### src/rtl/instr_encoder_loader.sv
// Packs symbolic MIPS instruction descriptors into 32-bit machine words and
// writes them to consecutive imem addresses over an acknowledged write port.
module instr_encoder_loader #(
  parameter int ADDR_W = 6,
  parameter int DEPTH  = 64
) (
  input  logic              clk,
  input  logic              reset,
  input  logic              clear,
  input  logic              in_valid,
  output logic              in_ready,
  input  logic [3:0]        in_kind,
  input  logic [4:0]        in_rs,
  input  logic [4:0]        in_rt,
  input  logic [4:0]        in_rd,
  input  logic [15:0]       in_imm,
  input  logic [25:0]       in_target,
  input  logic              in_last,
  output logic              imem_we,
  output logic [ADDR_W-1:0] imem_addr,
  output logic [31:0]       imem_wdata,
  input  logic              imem_ack,
  output logic [ADDR_W:0]   count,
  output logic              full,
  output logic              err,
  output logic              done
);

  localparam int CNT_W = ADDR_W + 1;

  typedef enum logic [1:0] {
    IDLE  = 2'd0,
    WRITE = 2'd1,
    DONE  = 2'd2
  } state_t;

  state_t            state_reg, state_next;
  logic [ADDR_W-1:0] addr_reg, addr_next;
  logic [CNT_W-1:0]  count_reg, count_next;
  logic [31:0]       wdata_reg, wdata_next;
  logic              err_reg, err_next;
  logic              last_reg, last_next;

  logic [31:0]       enc_word;
  logic              enc_legal;
  logic              full_int;
  logic              accept;

  always_comb begin
    enc_word  = 32'h0;
    enc_legal = 1'b1;
    case (in_kind)
      4'd0:    enc_word = {6'b000000, in_rs, in_rt, in_rd, 5'd0, 6'b100000};
      4'd1:    enc_word = {6'b000000, in_rs, in_rt, in_rd, 5'd0, 6'b100010};
      4'd2:    enc_word = {6'b000000, in_rs, in_rt, in_rd, 5'd0, 6'b100100};
      4'd3:    enc_word = {6'b000000, in_rs, in_rt, in_rd, 5'd0, 6'b100101};
      4'd4:    enc_word = {6'b000000, in_rs, in_rt, in_rd, 5'd0, 6'b101010};
      4'd5:    enc_word = {6'b100011, in_rs, in_rt, in_imm};
      4'd6:    enc_word = {6'b101011, in_rs, in_rt, in_imm};
      4'd7:    enc_word = {6'b000100, in_rs, in_rt, in_imm};
      4'd8:    enc_word = {6'b000101, in_rs, in_rt, in_imm};
      4'd9:    enc_word = {6'b001000, in_rs, in_rt, in_imm};
      4'd10:   enc_word = {6'b001010, in_rs, in_rt, in_imm};
      4'd11:   enc_word = {6'b001101, in_rs, in_rt, in_imm};
      4'd12:   enc_word = {6'b000010, in_target};
      default: enc_legal = 1'b0;
    endcase
  end

  assign full_int = (count_reg == CNT_W'(DEPTH));
  assign in_ready = (state_reg == IDLE) && !full_int;
  assign accept   = in_valid && in_ready;

  always_comb begin
    state_next = state_reg;
    addr_next  = addr_reg;
    count_next = count_reg;
    wdata_next = wdata_reg;
    err_next   = err_reg;
    last_next  = last_reg;
    case (state_reg)
      IDLE: begin
        if (accept) begin
          if (enc_legal) begin
            wdata_next = enc_word;
            last_next  = in_last;
            state_next = WRITE;
          end else begin
            err_next = 1'b1;
            if (in_last) begin
              state_next = DONE;
            end
          end
        end
      end
      WRITE: begin
        if (imem_ack) begin
          count_next = count_reg + CNT_W'(1);
          // Saturate at the last slot instead of wrapping to 0 once full.
          if (count_reg < CNT_W'(DEPTH - 1)) begin
            addr_next = addr_reg + ADDR_W'(1);
          end
          state_next = last_reg ? DONE : IDLE;
        end
      end
      DONE: begin
        state_next = DONE;
      end
      default: begin
        state_next = IDLE;
      end
    endcase
    // Soft clear beats a same-cycle ack: that write is dropped from the count.
    if (clear) begin
      state_next = IDLE;
      addr_next  = '0;
      count_next = '0;
      wdata_next = 32'h0;
      err_next   = 1'b0;
      last_next  = 1'b0;
    end
  end

  always_ff @(posedge clk) begin
    if (reset) begin
      state_reg <= IDLE;
      addr_reg  <= '0;
      count_reg <= '0;
      wdata_reg <= 32'h0;
      err_reg   <= 1'b0;
      last_reg  <= 1'b0;
    end else begin
      state_reg <= state_next;
      addr_reg  <= addr_next;
      count_reg <= count_next;
      wdata_reg <= wdata_next;
      err_reg   <= err_next;
      last_reg  <= last_next;
    end
  end

  assign imem_we    = (state_reg == WRITE);
  assign imem_addr  = addr_reg;
  assign imem_wdata = wdata_reg;
  assign count      = count_reg;
  assign full       = full_int;
  assign err        = err_reg;
  assign done       = (state_reg == DONE);

endmodule

### config.mk
export PLATFORM = sky130hd
export DESIGN_NAME = instr_encoder_loader
export DESIGN_NICKNAME = d
export VERILOG_FILES = /design/src/rtl/instr_encoder_loader.sv
export SDC_FILE = /design/constraint.sdc
export NUM_CORES = 1
export LEC_CHECK = 0
export BUFFER_PORTS_ARGS = -buffer_cell sky130_fd_sc_hd__buf_2
export CAP_MARGIN = 15
export CORE_MARGIN = 1.5
export CORE_UTILIZATION = 40
export CTS_BUF_LIST = sky130_fd_sc_hd__clkbuf_8
export DETAILED_ROUTE_END_ITERATION = 16
export PLACE_DENSITY = 0.75
export SLEW_MARGIN = 10
export SYNTH_ARGS = -nofsm -noshare
export SYNTH_HDL_FRONTEND = slang
export SYNTH_SLANG_ARGS = --single-unit
### constraint.sdc
create_clock -name clk -period 2.2 [get_ports clk]
set_clock_uncertainty 0.05 [all_clocks]
set_input_delay 0.44 -clock clk [delete_from_list [all_inputs] [get_ports clk]]
set_output_delay 0.44 -clock clk [all_outputs]
set_load 0.01 [all_outputs]
## After elaboration in Yosys (flattened, before gate mapping)

Index checks and enable logic that the tools add are counted.
Widths: inputs -> output; s select.

- Bits of input ports: 67
- Flip-flop bits (word level): 49
- Output and inout bits: 50
- Word-level logic and storage cells: 48

- Bitwise logic cells: 1
- Reduce and logical (&&, ||, !) cells: 12
- Eq/ne operators: 18
- Add/sub/neg operators: 2
- Muxes and demuxes: 8
- $lt $le $gt $ge: 1

Operator list:

| cell | count |
|---|---|
| $pmux 32 s13 | 1 |
| $eq 4x4->1 const B | 5 |
| $eq 4x3->1 const B | 4 |
| $reduce_or 13->1 | 1 |
| $reduce_and 3->1 | 4 |
| $mux 2 | 5 |
| $eq 4x2->1 const B | 2 |
| $add 7x1->7 const B | 1 |
| $eq 7x7->1 const B | 1 |
| $lt 7x6->1 const B | 1 |
| $add 6x1->6 const B | 1 |
| $pmux 2 s3 | 1 |
| $eq 4x1->1 const B | 1 |
| $logic_not 4->1 | 1 |
| $ne 3x3->1 const B | 1 |
| $eq 2x1->1 const B | 1 |
| $eq 2x2->1 const B | 1 |
| $logic_and 1x1->1 | 2 |
| $logic_not 2->1 | 1 |
| $ne 2x1->1 const B | 1 |
| $ne 2x2->1 const B | 1 |
| $reduce_and 2->1 | 1 |
| $reduce_or 2->1 | 1 |
| $logic_not 1->1 | 1 |
| other kinds (2) | 2 |

## Logic depth before layout (Yosys ltp)

- Word-level depth: 6
- Mapped depth: 7
- Gate-level depth less buffers: 6

## Worst setup path after synthesis

No wires, ideal clock.

- Path type: register -> output
- From: reg count_reg[0] (netlist: count[0])
- To: out in_ready
- Arrival time: 1.301 ns
- Path slack: 0.409 ns
- Data required time: 1.710 ns
- Cell stages (with the launch flop): 6
- Cells stage by stage: dfxtp_1 > inv_1 > ha_1 > nand4bb_4 > nor3_1 > nor3_1

- Longest elaborated chain between the ends: 3

RTL lines:

| element | RTL line | source |
|---|---|---|
| start: declaration | 39 | `logic [CNT_W-1:0] count_reg, count_next;` |
| start signal: assignment | 135 | `count_reg <= count_next;` |
| $eq 7x7->1 | 70 | `assign full_int = (count_reg == CNT_W'(DEPTH));` |
| via full | 24 | `output logic full,` |
| $logic_not 1->1 | 71 | `assign in_ready = (state_reg == IDLE) && !full_int;` |
| $logic_and 1x1->1 | 71 |  |
| end: declaration | 11 | `output logic in_ready,` |

The timed path passes the listed nets, and every way through them passes these cells.

## Worst setup path after layout

- From: reg count_reg[0] (netlist: count[0])
- To: out in_ready

- Longest elaborated chain between the ends: 3

RTL lines:

| element | RTL line |
|---|---|
| $eq 7x7->1 | 70 |
| $logic_not 1->1 | 71 |
| $logic_and 1x1->1 | 71 |

No other way between the ends.

==> summary.txt <==
status: complete, no violations
Mapped Avg Cell Area: 8.46 um2
GR Util All Layers: 20.9%
CTS H-tree depth: 2
Detail Route Antenna Nets: 0
Pwr Density: 554 mW/mm2
Tcrit/Tclk final: 90.9%
DRT Wirelength: 7.81 mm
Max Cap Viol: 0
# hold bufs at CTS: 0
Pins Over Slew Limit: 0
Fillers: 644
Worst Path Class, Setup: flip-flop to output pin
Initial Utilization: 41.2%
Hold Path Class: input pin to flip-flop
Startpoint Class: flip-flop
placed cell area: 0.00347 mm2
Max Freq: 0.500 GHz
count leader, synth: dfxtp_1
DRC errors left: 0
layout cell share with drive strength beyond 1: 38.3%
Synth area leaders: dfxtp_1, a21oi_1, a211oi_2
Synth cell types: 55
fin crit period: 2.00 ns
CTS tree: done
Std-Cell Rows: 30
Worst VDD drop: 0.000304 V
GRT met1 Usage: 27.5%
critical path endpoint category: output pin
Final Util: 52.8%
# IOs: 117
die width: 86.7 um
Synth top area share: 34.3%
initial antenna violation count: 0
Nets: 510
number of DRC markers in iteration 0: 178
clk sinks: 48
Yosys warnings: 0
Design Area, Final: 0.00359 mm2
Num CTS Buffers: 5
Post-synth EDFFs: 0
Arr. time, crit path: 1.51 ns
setup violators final: 0
Core Area: 0.00679 mm2
Reg area: 961 um2
setup TNS: 0 ns
GRT busiest layer: met2
Worst-path clk slew: 0.10 ns
post-synthesis sequential area ratio: 34.3%
CTS root buffer: clkbuf_8
Crit Path Max Fanout: 3
FFs w/ async S/R, synth: 0%
multi-input combinational cell area: 0.00160 mm2
clk_lat worst skew: 0.30 ns
slew at the pin closest to its max-slew limit: 0.723 ns
#FFs+latches synth: 48
vias in the first global route: 2635
antenna cells: 0
RSZ-0062 raised after global routing: false
M3 GR Usage: 5.24%
required time of the worst setup path: 1.71 ns
max FFs per register: 31
PortBufs: 115
cell accounting for the most synthesized area: dfxtp_1
post-synthesis cell count: 331
via count: 2927
M2 GR Usage: 34.2%
drt first pass iters: 4
largest net degree at the start of global routing: 45
Synth Flop Type: dfxtp_1
post-detail-place hpwl: 5.55 mm
first-pass GRT wire length: 12.6 mm
GPL Wtd Cong: 0.774
synthesis-to-layout area growth: 28.3%
Post-synth top cells: dfxtp_1, a21oi_1, nand2_1
grt total ovfl: 0
routed len/inst: 14.6 um
Leak: 1.55 nW
Slew headroom: 51.8%
cell area after synthesis: 0.00280 mm2
clock buffer depth: 2
syn nets: 401
die area: 0.00751 mm2
die height: 86.7 um
post-DR vias/cell: 5.45
Fin. Hold Viols: 0
[routing by layer]
layer,routed length (um),up-vias
li1,-,1444
met4,108,0
met2,3550,131
met1,3490,1341
met3,662,11
met5,0,-
[cell type report]
cell class	count	area share, %
repair buffers	134	20.4
well taps	96	3.35
clock inverters	3	1.19
inverters	18	1.88
multi-input cells	233	44.5
clock buffers	5	1.92
flip-flops and latches	48	26.8
[placed cells by master, fill, tap and decap left out, drive strengths merged, types with 2 or more instances in the layout]
master,instances
nor3b,3
o211ai,3
clkbuf,5
buf,134
nand3,5
a22oi,10
nand4,7
dfxtp,48
a32oi,6
mux2i,2
a311oi,2
inv,18
or2,3
xnor2,3
o22ai,9
and3,2
nor2,17
and2,6
a211oi,22
a221o,5
a21oi,42
nor2b,3
o21ai,19
a31oi,3
o221ai,5
nand3b,2
nand2,22
ha,3
nor3,5
or3,5
xor2,5
[worst max-delay path: stages (launching register included)]
cell	delay [ns]
dfxtp_1	0.33
inv_1	0.08
ha_1	0.19
nand4bb_4	0.15
nor3_2	0.22
nor3_1	0.09
buf_2	0.15
[power breakdown]
part	internal, mW	switching, mW
sequential	0.896	0.0156
combinational	0.179	0.239
clock	0.337	0.320
[final timing paths]
| path | cells after the start | slack [ns] | to | startpoint |
|---|---|---|---|---|
| min | 3 | 0.35 | last_reg | in_last |
| min reg2reg | 2 | 0.43 | imem_wdata[1] | imem_wdata[1] |
| max | 6 | 0.20 | in_ready | count[0] |
| max reg2reg | 7 | 0.37 | imem_wdata[5] | count[0] |
[stage by stage]
step                      instances  setup slack (ns)  total power, mW  hold slack [ns]
after floorplan                 331             0.409             1.20            0.404
after global placement          529            0.0696             1.34            0.401
after detailed placement        529           -0.0124             1.35            0.407
after CTS                       537            0.0816             1.99            0.338
after global routing            537             0.115             2.08            0.368
final                           537             0.200             1.99            0.352
[logic make-up after synthesis]
kind of cell               share of synthesized area, %
DFF                                                34.3
buffers and inverters                              8.99
and+or+nand+nor                                    17.3
other                                             0.134
xor gates and xnor gates                           2.50
muxes                                             0.715
AOI/OAI and AO/OA                                  34.7
adders and majority gates                          1.34
[timing repair]
item / CTS / global route
resized for setup: 1 / 1
endpoints found under the setup margin: 2 / 1
setup buffers: 0 / 0
hold endpoints to repair: 0 / 0
Power figures use the tool's default switching activity.
